**src/rtl/cga_pkg.sv**
```systemverilog
// Shared types and constants for the CGA palette stage: default 16-colour table,
// RGB888 type, attribute field positions and the fg/bg index selection helper.
package cga_pkg;

   typedef logic [23:0] rgb888_t;

   localparam int BG_MSB    = 7;
   localparam int FG_MSB    = 3;
   localparam int BLINK_BIT = 7;

   localparam rgb888_t CGA_DEFAULT_PAL [0:15] = '{
      24'h000000, 24'h0000AA, 24'h00AA00, 24'h00AAAA,
      24'hAA0000, 24'hAA00AA, 24'hAA5500, 24'hAAAAAA,
      24'h555555, 24'h5555FF, 24'h55FF55, 24'h55FFFF,
      24'hFF5555, 24'hFF55FF, 24'hFFFF55, 24'hFFFFFF
   };

   // In blink mode the top attribute bit is the blink flag, so bg shrinks to 8 colours
   // and a blinking cell shows bg during the active phase.
   function automatic logic [3:0] cga_pick_index(
      input logic [7:0] attr,
      input logic       on,
      input logic       blink_mode,
      input logic       blink_phase
   );
      logic [3:0] fg;
      logic [3:0] bg;
      logic [3:0] idx;
      fg = attr[FG_MSB -: 4];
      if (blink_mode) begin
         bg = {1'b0, attr[BG_MSB-1 -: 3]};
         if (attr[BLINK_BIT] && blink_phase) begin
            idx = bg;
         end else begin
            idx = on ? fg : bg;
         end
      end else begin
         bg  = attr[BG_MSB -: 4];
         idx = on ? fg : bg;
      end
      return idx;
   endfunction

endpackage

```
**src/rtl/cga_blink_ctr.sv**
```systemverilog
// Text blink timebase: counts frame pulses and toggles the blink phase every
// BLINK_FRAMES frames.
module cga_blink_ctr
   import cga_pkg::*;
#(
   parameter int BLINK_FRAMES = 16
) (
   input  logic clk_i,
   input  logic rst_i,
   input  logic frame_i,
   output logic blink_phase_o
);

   localparam int CNT_W = (BLINK_FRAMES > 1) ? $clog2(BLINK_FRAMES) : 1;
   localparam logic [CNT_W-1:0] CNT_LAST = CNT_W'(BLINK_FRAMES - 1);

   logic [CNT_W-1:0] blink_cnt_r;
   logic             blink_phase_r;

   // Frame counter and phase toggle; with BLINK_FRAMES=1 the counter stays at 0.
   always_ff @(posedge clk_i) begin
      if (rst_i) begin
         blink_cnt_r   <= {CNT_W{1'b0}};
         blink_phase_r <= 1'b0;
      end else if (frame_i) begin
         if (blink_cnt_r == CNT_LAST) begin
            blink_cnt_r   <= {CNT_W{1'b0}};
            blink_phase_r <= ~blink_phase_r;
         end else begin
            blink_cnt_r   <= blink_cnt_r + {{(CNT_W-1){1'b0}}, 1'b1};
         end
      end
   end

   assign blink_phase_o = blink_phase_r;

endmodule

```
**src/rtl/cga_palette.sv**
```systemverilog
// Two-stage CGA attribute-to-RGB stage with sync pass-through and text blink.
// Define CGA_PAL_WR_EN for a writable palette; otherwise the default table is a ROM.
module cga_palette
   import cga_pkg::*;
#(
   parameter int R_W          = 5,
   parameter int G_W          = 6,
   parameter int B_W          = 5,
   parameter int BLINK_FRAMES = 16
) (
   input  logic           clk_i,
   input  logic           rst_i,
   input  logic [7:0]     color_i,
   input  logic           on_i,
   input  logic           de_i,
   input  logic           hs_i,
   input  logic           vs_i,
   input  logic           frame_i,
   input  logic           blink_mode_i,
   input  logic           pal_we_i,
   input  logic [3:0]     pal_addr_i,
   input  logic [23:0]    pal_data_i,
   output logic [R_W-1:0] red_o,
   output logic [G_W-1:0] green_o,
   output logic [B_W-1:0] blue_o,
   output logic           de_o,
   output logic           hs_o,
   output logic           vs_o
);

   logic       blink_phase_s;
   logic [3:0] idx_s;
   logic [3:0] idx_r;
   logic       de1_r;
   logic       hs1_r;
   logic       vs1_r;
   rgb888_t    rgb_s;

   cga_blink_ctr #(
      .BLINK_FRAMES (BLINK_FRAMES)
   ) u_blink (
      .clk_i         (clk_i),
      .rst_i         (rst_i),
      .frame_i       (frame_i),
      .blink_phase_o (blink_phase_s)
   );

   // Palette index selection from the incoming attribute.
   always_comb begin
      idx_s = 4'h0;
      idx_s = cga_pick_index(color_i, on_i, blink_mode_i, blink_phase_s);
   end

   // Stage 1: register the selected index together with the sync signals.
   always_ff @(posedge clk_i) begin
      if (rst_i) begin
         idx_r <= 4'h0;
         de1_r <= 1'b0;
         hs1_r <= 1'b0;
         vs1_r <= 1'b0;
      end else begin
         idx_r <= idx_s;
         de1_r <= de_i;
         hs1_r <= hs_i;
         vs1_r <= vs_i;
      end
   end

`ifdef CGA_PAL_WR_EN
   rgb888_t pal_r [0:15];

   // Writable palette; the stage-2 lookup at the same edge still sees the old entry.
   always_ff @(posedge clk_i) begin
      if (rst_i) begin
         for (int i = 0; i < 16; i++) begin
            pal_r[i] <= CGA_DEFAULT_PAL[i];
         end
      end else if (pal_we_i) begin
         pal_r[pal_addr_i] <= pal_data_i;
      end
   end

   assign rgb_s = pal_r[idx_r];
`else
   logic pal_unused_s;

   assign pal_unused_s = ^{pal_we_i, pal_addr_i, pal_data_i};
   assign rgb_s        = CGA_DEFAULT_PAL[idx_r];
`endif

   // Stage 2: lookup, MSB truncation to panel widths, blanking outside DE.
   always_ff @(posedge clk_i) begin
      if (rst_i) begin
         red_o   <= {R_W{1'b0}};
         green_o <= {G_W{1'b0}};
         blue_o  <= {B_W{1'b0}};
         de_o    <= 1'b0;
         hs_o    <= 1'b0;
         vs_o    <= 1'b0;
      end else begin
         if (de1_r) begin
            red_o   <= rgb_s[23 -: R_W];
            green_o <= rgb_s[15 -: G_W];
            blue_o  <= rgb_s[7 -: B_W];
         end else begin
            red_o   <= {R_W{1'b0}};
            green_o <= {G_W{1'b0}};
            blue_o  <= {B_W{1'b0}};
         end
         de_o <= de1_r;
         hs_o <= hs1_r;
         vs_o <= vs1_r;
      end
   end

endmodule

```
**config.mk**
```make
export PLATFORM = sky130hd
export DESIGN_NAME = cga_palette
export DESIGN_NICKNAME = d
export VERILOG_FILES = /design/src/rtl/cga_pkg.sv /design/src/rtl/cga_blink_ctr.sv /design/src/rtl/cga_palette.sv
export SDC_FILE = /design/constraint.sdc
export NUM_CORES = 1
export LEC_CHECK = 0
export CAP_MARGIN = 40
export CORE_UTILIZATION = 33
export DETAILED_ROUTE_END_ITERATION = 8
export GPL_TIMING_DRIVEN = 0
export HOLD_SLACK_MARGIN = 0.15
export PLACE_DENSITY = 0.91
export SYNTH_ARGS = -nofsm -noshare
export SYNTH_HDL_FRONTEND = slang
export SYNTH_SLANG_ARGS = --single-unit
```
**constraint.sdc**
```tcl
create_clock -name clk_i -period 1.28 [get_ports clk_i]
set_input_delay 0.256 -clock clk_i [delete_from_list [all_inputs] [get_ports clk_i]]
set_output_delay 0.256 -clock clk_i [all_outputs]
set_load 0.05 [all_outputs]
```
==> impl_metrics.csv <==
group,metric,value,unit
status,status,"finished clean",
routing,drt_iter0_drc,5,
setup_path,cp-startpoint,"de_o",
setup_path,r2r_slack,0.15,ns
timing,worst_pin_slew,0.2813,ns
power_and_ir_drop,finalPower,0.001206,W
synth,synth_cell_types,25,
min_path,hp-class,"input pin to flop",
grt,grt.total_usage,11.82,%
place,gp_congestion,0.6434,
synth,ys_ff_latch,20,
clocking,htreeDepth,1,
cells_and_area,n_antenna_cell,0,
place,post-place-ws,-0.2492,ns
clocking,clkTransAtPathRegs,0.10,ns
timing,rsz0062_at_grt,"false",
synth,synth_fp_nets,126,
synth,synth-edff-count,0,
power_and_ir_drop,powerDensity,1007,nW/um2
synth,async_flop_share,0,%
grt,grtUsageMet3,3.768,%
cells_and_area,drive_gt1_share,36.75,%
cells_and_area,multi_input_comb_area,321.6,um2
grt,globalRouteMet1Util,11.25,%
routing,drc,0,
floorplanning,dieHeight,52.52,um
min_path,hold_start,"frame_i",
floorplanning,io_pins,64,
setup_path,worstPathMaxFanout,1,
setup_path,reg2regPathDepth,4,
setup_path,slowest_stage,"clkdlybuf4s15_2",
timing,setup_ws,0.03948,ns
power_and_ir_drop,peakVddDrop,0.4837,mV
setup_path,crit_path_end_kind,"primary output",
floorplanning,die-area,2758,um2
grt,grt_pass1_vias,592,
synth,syn_inst,80,
timing,min_period,1.241,ns
setup_path,cp_num_buf_inv,1,
timing,whs,0.2828,ns
timing,min_period_over_period,96.92,%
setup_path,reg2reg_to,"u_blink.blink_phase_o",
clocking,cts_tree,"built",
min_path,min_to,"u_blink.blink_cnt_r[1]",
cells_and_area,fill_cells,206,
setup_path,r2r_start,"u_blink.blink_cnt_r[0]",
place,portBuffers,32,
floorplanning,row_count,17,
grt,grt_busiest_layer,"met2",
cells_and_area,area_growth,42.20,%
setup_path,path_class,"flop to primary output",
routing,wire_per_inst,10.83,um
clocking,insertion_delay,0.29,ns
grt,grt_max_degree,12,
setup_path,critical_path.top_delay_family,"buffers and inverters",
timing,clock.fmax,0.8061,GHz
floorplanning,core_area,2297,um2
synth,ys.flop_type,"dfxtp_1",
cells_and_area,seq_area,402.9,um2
timing,setup_viol,0,
timing,hold_viol_final,0,
timing,fin_setup_tns,0,ns
setup_path,crit_chain,"clkdlybuf4s15_2",
place,dp_hpwl,1.231,mm
flow_run,maxCapViolations,0,
routing,via_count,645,
routing,wl,1.570,mm
synth,mappedNetlistArea,842.1,um2
grt,grt_pass1_wl,2.428,mm
timing,fin_worst_skew,0.004428,ns
timing,slew_headroom,81.33,%
synth,syn_avg_cell_area,10.53,um2
setup_path,start_kind,"flop",
grt,overflow,0,
setup_path,max_stage_delay,0.37,ns
cells_and_area,nets,164,
routing,ant_nets,0,
setup_path,arrival,0.98,ns
clocking,max-clock-path-buffers,2,
routing,via_per_inst,4.448,
routing,drt_first_pass_iters,3,
synth,yosys_warnings,0,
grt,use_met2,23.21,%
floorplanning,initial_utilization,36.66,%
power_and_ir_drop,leakage,0.5440,nW
clocking,cts_sinks,20,
cells_and_area,final_common_cell,"dfxtp_1",
clocking,clockRootBuffer,"clkbuf_4",
min_path,holdPathStages,3,
clocking,cts_buffers,3,
floorplanning,die_x,52.52,um
cells_and_area,final_cell_mix,"dfxtp_1, buf_4, clkdlybuf4s50_1",
grt,antenna_found_initial,0,
timing,drv_slew,0,
setup_path,required,1.02,ns
synth,seq_area_frac_synth,47.55,%
[logic make-up after synthesis]
| group | synth area share [%] |
|---|---|
| fa+ha+maj | 1.486 |
| simple gates | 20.95 |
| xor+xnor | 2.081 |
| mux | 5.944 |
| flops | 47.55 |
| buf+inv | 14.26 |
| compound gates | 7.727 |
[metrics by stage]
step           utilization, %  area (um2)  cells
2_1_floorplan               -       842.1     80
3_3_place_gp            52.12        1197    140
3_5_place_dp            52.12        1197    140
4_1_cts                 50.71        1165    144
5_1_grt                 52.12        1197    145
6_report                52.12        1197    145
[state kept, by name, summed over array words and instances (netlist names)]
name                   count
blue_o                     1
de1_r                      1
de_o                       1
green_o                    2
hs1_r                      1
hs_o                       1
idx_r                      4
red_o                      2
u_blink.blink_cnt_r        4
u_blink.blink_phase_o      1
vs1_r                      1
vs_o                       1
[worst reg2reg max path, delay by kind of cell (launching register included)]
family / cells / cell delay [ns]
AND/OR/NAND/NOR: 2 / 0.24
adder cells (fa/ha/maj): 1 / 0.26
XOR/XNOR: 1 / 0.16
flip-flops: 1 / 0.41
[cells in the mapped netlist (all sizes together) (2+ instances only)]
master | n | share of area [%]
a21oi | 2 | 1.2
and2 | 3 | 2.2
buf | 14 | 13
dfxtp | 20 | 48
inv | 2 | 0.89
mux2i | 5 | 5.9
nand2 | 3 | 1.3
nand2b | 7 | 5.2
nand3 | 2 | 1.2
nor2 | 4 | 1.8
nor2b | 6 | 5.3
xor2 | 2 | 2.1
[layout make-up]
type | count | area share [%]
Sequential cell | 20 | 33.65
Multi-Input combinational cell | 44 | 26.85
Tap cell | 28 | 2.926
Clock buffer | 4 | 3.030
Inverter | 2 | 0.6270
Buffer | 14 | 9.404
Timing Repair Buffer | 33 | 23.51
[worst max-delay path by stage]
stage | to | depth (start not counted) | slack [ns]
6_report | de_o | 1 | 0.04
5_1_grt | green_o[5] | 2 | 0.003
4_1_cts | green_o[3] | 2 | 0.006
3_5_place_dp | blue_o[3] | 2 | -0.25
3_3_place_gp | red_o[3] | 2 | -0.22
2_1_floorplan | blue_o[3] | 1 | 0.09
[metal layers]
| layer | up-vias | share of wire (%) |
|---|---|---|
| met5 | - | 0 |
| met4 | 0 | 1.5 |
| met3 | 2 | 8.5 |
| met2 | 26 | 54 |
| met1 | 293 | 36 |
| li1 | 324 | - |
[power breakdown]
part	switching, W	internal [W]
Sequential	0.0000159	0.000648
Combinational	0.0000952	0.0000956
Clock	0.000178	0.000173
Total	0.000289	0.000917
[timing repair]
action | 4_1_cts | 5_1_grt
cloned | 0 | 0
gates resized for setup | 92 | 10
hold buffers | 0 | 1
hold endpoints to repair | 0 | 1
endpoints found under the setup margin | 19 | 12
buffers inserted | 0 | 0
Power figures use the tool's default switching activity.
